### src/rtl/bin2bcd_seq_ctrl.sv
// Sequential binary-to-BCD converter: double-dabble, one bit per clock, with a
// start/busy/done handshake, sign flag and leading-zero blanking mask.
module bin2bcd_seq_ctrl #(
    parameter int WIDTH  = 16,
    parameter int DIGITS = 5
) (
    input  logic                  clk,
    input  logic                  rst_n,
    input  logic                  start,
    input  logic [WIDTH-1:0]      bin_in,
    input  logic                  signed_mode,
    output logic                  busy,
    output logic                  done,
    output logic [4*DIGITS-1:0]   bcd_out,
    output logic                  neg,
    output logic [DIGITS-1:0]     blank
);
    localparam int BCDW = 4 * DIGITS;
    localparam int CNTW = $clog2(WIDTH + 1);

    typedef enum logic [1:0] {IDLE, LOAD, SHIFT, FINISH} state_t;

    state_t            state_q, state_d;
    logic [WIDTH-1:0]  bin_q, bin_d;
    logic              signed_q, signed_d;
    logic [WIDTH-1:0]  mag_q, mag_d;
    logic [BCDW-1:0]   acc_q, acc_d;
    logic [CNTW-1:0]   cnt_q, cnt_d;
    logic              neg_next_q, neg_next_d;
    logic              busy_q, busy_d;
    logic              done_q, done_d;
    logic [BCDW-1:0]   bcd_q, bcd_d;
    logic              neg_q, neg_d;
    logic [DIGITS-1:0] blank_q, blank_d;

    logic [BCDW-1:0]   adj_acc;
    logic [BCDW-1:0]   shift_acc;
    logic [DIGITS-1:0] final_blank;
    logic [WIDTH-1:0]  neg_mag;

    always_comb begin
        adj_acc = '0;
        for (int i = 0; i < DIGITS; i++) begin
            if (acc_q[4*i +: 4] >= 4'd5) adj_acc[4*i +: 4] = acc_q[4*i +: 4] + 4'd3;
            else                         adj_acc[4*i +: 4] = acc_q[4*i +: 4];
        end
        shift_acc = {adj_acc[BCDW-2:0], mag_q[WIDTH-1]};
        // A digit is blanked when it and every digit above it are zero; digit 0 never is.
        final_blank = '0;
        for (int i = 1; i < DIGITS; i++) final_blank[i] = ((shift_acc >> (4*i)) == '0);
        // The most negative input negates to itself, which read unsigned is the right magnitude.
        neg_mag = ~bin_q + WIDTH'(1);
    end

    always_comb begin
        state_d    = state_q;
        bin_d      = bin_q;
        signed_d   = signed_q;
        mag_d      = mag_q;
        acc_d      = acc_q;
        cnt_d      = cnt_q;
        neg_next_d = neg_next_q;
        busy_d     = busy_q;
        done_d     = 1'b0;
        bcd_d      = bcd_q;
        neg_d      = neg_q;
        blank_d    = blank_q;
        case (state_q)
            IDLE: begin
                busy_d = 1'b0;
                if (start) begin
                    bin_d    = bin_in;
                    signed_d = signed_mode;
                    busy_d   = 1'b1;
                    state_d  = LOAD;
                end
            end
            LOAD: begin
                if (signed_q && bin_q[WIDTH-1]) begin
                    mag_d      = neg_mag;
                    neg_next_d = 1'b1;
                end else begin
                    mag_d      = bin_q;
                    neg_next_d = 1'b0;
                end
                acc_d   = '0;
                cnt_d   = CNTW'(WIDTH);
                state_d = SHIFT;
            end
            SHIFT: begin
                acc_d = shift_acc;
                mag_d = {mag_q[WIDTH-2:0], 1'b0};
                cnt_d = cnt_q - CNTW'(1);
                if (cnt_q == CNTW'(1)) begin
                    busy_d  = 1'b0;
                    done_d  = 1'b1;
                    bcd_d   = shift_acc;
                    neg_d   = neg_next_q;
                    blank_d = final_blank;
                    state_d = FINISH;
                end
            end
            FINISH: begin
                busy_d  = 1'b0;
                state_d = IDLE;
            end
            default: state_d = IDLE;
        endcase
    end

    always_ff @(posedge clk or negedge rst_n) begin
        if (!rst_n) begin
            state_q    <= IDLE;
            bin_q      <= '0;
            signed_q   <= 1'b0;
            mag_q      <= '0;
            acc_q      <= '0;
            cnt_q      <= '0;
            neg_next_q <= 1'b0;
            busy_q     <= 1'b0;
            done_q     <= 1'b0;
            bcd_q      <= '0;
            neg_q      <= 1'b0;
            blank_q    <= '0;
        end else begin
            state_q    <= state_d;
            bin_q      <= bin_d;
            signed_q   <= signed_d;
            mag_q      <= mag_d;
            acc_q      <= acc_d;
            cnt_q      <= cnt_d;
            neg_next_q <= neg_next_d;
            busy_q     <= busy_d;
            done_q     <= done_d;
            bcd_q      <= bcd_d;
            neg_q      <= neg_d;
            blank_q    <= blank_d;
        end
    end

    assign busy    = busy_q;
    assign done    = done_q;
    assign bcd_out = bcd_q;
    assign neg     = neg_q;
    assign blank   = blank_q;
endmodule

### config.mk
export PLATFORM = sky130hd
export DESIGN_NAME = bin2bcd_seq_ctrl
export DESIGN_NICKNAME = d
export VERILOG_FILES = /design/src/rtl/bin2bcd_seq_ctrl.sv
export SDC_FILE = /design/constraint.sdc
export NUM_CORES = 1
export LEC_CHECK = 0
export BUFFER_PORTS_ARGS = -buffer_cell sky130_fd_sc_hd__clkbuf_2
export CAP_MARGIN = 5
export CORE_MARGIN = 2
export CORE_UTILIZATION = 50
export CTS_CLUSTER_SIZE = 28
export DETAILED_ROUTE_END_ITERATION = 7
export GPL_ROUTABILITY_DRIVEN = 0
export HOLD_SLACK_MARGIN = 0.15
export PLACE_DENSITY = 0.7
export SLEW_MARGIN = 40
export SYNTH_ARGS = -nofsm -noshare
export SYNTH_HDL_FRONTEND = slang
export SYNTH_SLANG_ARGS = --single-unit
### constraint.sdc
create_clock -name clk -period 3.65 [get_ports clk]
set_input_delay 0.365 -clock clk [delete_from_list [all_inputs] [get_ports clk]]
set_output_delay 0.365 -clock clk [all_outputs]
set_load 0.02 [all_outputs]
==> flow_summary_export.csv <==
group,metric,value,unit
job,maxCapViolCount,0,
sta,hold_viol_final,0,
sta,finalSetupViolations,0,
die,core_area,8680,µm²
placed_design,dp.final_hpwl,5940,µm
drt,drt_iter0_markers,71,
drt,routed_wl,8490,µm
sta,min_period,2300,ps
setup_path,slowest_stage,"ha_2",
setup_path,crit_type,"register to register",
sta,worstMarginPinSlew,788,ps
setup_path,crit_path_start_kind,"register",
logic_synthesis,synth_area_leader_cell,"dfrtp_1",
global_route,grt_use_total,18.7,%
placed_design,dp_slack,1310,ps
power_and_ir_drop,vdd_drop_max,0.000419,V
logic_synthesis,synthArstFlopShare,100,%
die,row_count,34,
clocking,clk_latency,360,ps
power_and_ir_drop,power_density,753,nW/µm²
sta,drv_slew,0,
placed_design,place_inst,586,
die,chipWidth,98.2,µm
drt,firstDrtPassIters,4,
setup_path,critPathArrivalTime,2560,ps
logic_synthesis,synthTopCellsByArea,"dfrtp_1, mux2_2, ha_1",
drt,route.detailed.vias_per_inst,5.43,
global_route,overflow,0,
die,initial_utilization,51.1,%
logic_synthesis,syn_nets,488,
sta,fmax,436,MHz
clocking,cts.sinks,88,
sta,setup_ws,1350,ps
status,outcome,"finished clean",
global_route,grt_pass1_vias,3277,
sta,rsz0062_at_grt,"false",
setup_path,slowest_delay,850,ps
logic_synthesis,synth_top_cell_area_share,49.6,%
power_and_ir_drop,leakagePower,0.00227,µW
final_layout,postLayoutCellArea,4960,µm²
logic_synthesis,syn_inst,449,
global_route,grt_pass1_wl,14700,µm
final_layout,n_fill_cell,800,
setup_path,path_buf_inv,1,
logic_synthesis,yosysSeqAreaShare,49.6,%
final_layout,n_antenna_cell,0,
final_layout,synthToLayoutAreaGrowth,11.8,%
drt,drcViolationCount,0,
clocking,cts-root-buf,"clkbuf_8",
drt,ant_nets,0,
global_route,grt_max_degree,89,
logic_synthesis,synth_area,4440,µm²
setup_path,path_cells,"inv_1 -> ha_2 -> nand2_1 -> o22ai_1",
die,dieArea,9640,µm²
global_route,antenna_found_initial,0,
placed_design,io_buffers,46,
logic_synthesis,synth_warnings,0,
sta,fin_crit_sh,62.9,%
die,io_pins,48,
sta,tns,0,ps
die,die_y,98.2,µm
setup_path,worstPathRequired,3920,ps
final_layout,final_nets,529,
sta,relSlewSlack,47.5,%
drt,wl_per_cell,14.1,µm
sta,clock-skew-final,13.5,ps
logic_synthesis,synth_edf_count,0,
clocking,cts_tree,"built",
clocking,clk_pin_slew_worst_paths,100,ps
clocking,cts_max_path_buffers,2,
logic_synthesis,ys_types,45,
clocking,htree_num_levels,3,
logic_synthesis,ys_seq_elements,88,
placed_design,dpl_cell_area,4750,µm²
setup_path,worst-path-max-fanout,47,
setup_path,end_kind,"register",
final_layout,final_cells,603,
drt,vias,3275,
final_layout,drive_gt1_share,20.6,%
logic_synthesis,avgSynthCellArea,9.88,µm²
setup_path,cp_top_family,"adder cells",
logic_synthesis,synthFlopType,"dfrtp_1",
min_path,hold_path.class,"primary input to register",
clocking,cts_buffers,9,
-- layer usage --
| metal | GRT usage, % | vias up | routed length, µm |
|---|---|---|---|
| met5 | 0 | - | 0 |
| met4 | 6.32 | 0 | 110 |
| met3 | 2.65 | 10 | 209 |
| met2 | 32.9 | 50 | 4240 |
| met1 | 23.8 | 1579 | 3920 |
| li1 | - | 1636 | - |
-- power breakdown --
part           switching (µW)  internal, µW
sequential                230          1260
combinational             898           663
clock                     363           322
-- worst paths after layout --
check                      cells past startpoint       start  slack (ps)          to
max                                            4  state_q[0]        1350   acc_q[18]
min                                            2   bin_in[7]         240    bin_q[7]
min in group asynchronous                      2       rst_n         610  bcd_out[2]
max reg2reg                                    4  state_q[0]        1350   acc_q[18]
max in group asynchronous                      2       rst_n        2540   bin_q[14]
min reg2reg                                    2         neg         480         neg
-- worst reg2reg max path, cell delays in order (launching register included) --
cell     delay, ps
dfrtp_1        420
inv_1          100
ha_2           850
nand2_1        570
o22ai_1        270
-- logic make-up (layout without fill, tap and decap cells) --
logic type	Yosys count	in the layout	synth area share, %
AO/OA/AOI/OAI	115	115	15.6
adder cells (fa/ha/maj)	19	19	5.36
multiplexers	33	33	8.21
flip-flops	88	88	49.6
other	1	1	0.0845
buffers and inverters	62	108	5.50
XOR/XNOR	17	17	3.36
AND/OR/NAND/NOR	114	114	12.2
-- layout make-up --
type                            count  area [µm²]  share of cell area (%)
Tap cell                          108         135                    2.72
Inverter                           42         158                    3.18
Clock buffer                        9         124                    2.50
Sequential cell                    88        2200                    44.4
Timing Repair Buffer               50         272                    5.47
Clock inverter                      7        78.8                    1.59
Multi-Input combinational cell    299        1990                    40.2
-- synthesized netlist by cell type (2+ instances only) --
cell type	count
nand2_1	55
o21ai_0	42
a31o_2	2
nand3_1	9
a31oi_1	8
nor3b_1	2
a41oi_1	2
o22ai_1	28
o21a_1	3
buf_1	4
clkbuf_1	14
mux2_2	27
inv_1	41
xor2_1	7
ha_1	19
a21oi_1	18
nor3_1	8
nand2b_1	3
xnor2_1	10
nor2b_1	5
nor2_1	21
o31ai_1	5
dfrtp_1	88
o2111ai_1	2
mux2i_1	6
-- cells in the final DEF (no fill, tap or decap), types with 8 or more instances in the layout --
cell type and instances:
dfrtp_1 88, nand2_1 55, clkbuf_2 45, o21ai_0 42, inv_1 41, o22ai_1 28, mux2_2 27, nor2_1 21
a21oi_1 18, ha_1 18, xnor2_1 10, clkbuf_8 10, nand3_1 9, a31oi_1 8, nor3_1 8
-- registers in the layout (all words and copies together), names as in the netlist --
name        cells
bin_q          16
busy            1
cnt_q           5
neg_next_q      1
signed_q        1
state_q         2
mag_q          16
done            1
blank           4
bcd_out        20
neg             1
acc_q          20
-- through the flow --
| step | util, % | hold WS (ps) | power, µW |
|---|---|---|---|
| after floorplan | - | 69.4 | 2730 |
| after global placement | 54.6 | 460 | 3010 |
| after detailed placement | 54.7 | 467 | 3090 |
| after CTS | 57.1 | 223 | 3780 |
| after global routing | 57.2 | 224 | 4040 |
| final | 57.2 | 239 | 3730 |
-- repair_timing --
action                                 in CTS  in global routing
resized for setup                           0                  0
endpoints found under the hold margin      88                  0
hold buffers                                1                  0
buffers inserted                            0                  0
(Power assumes the default switching activity.)
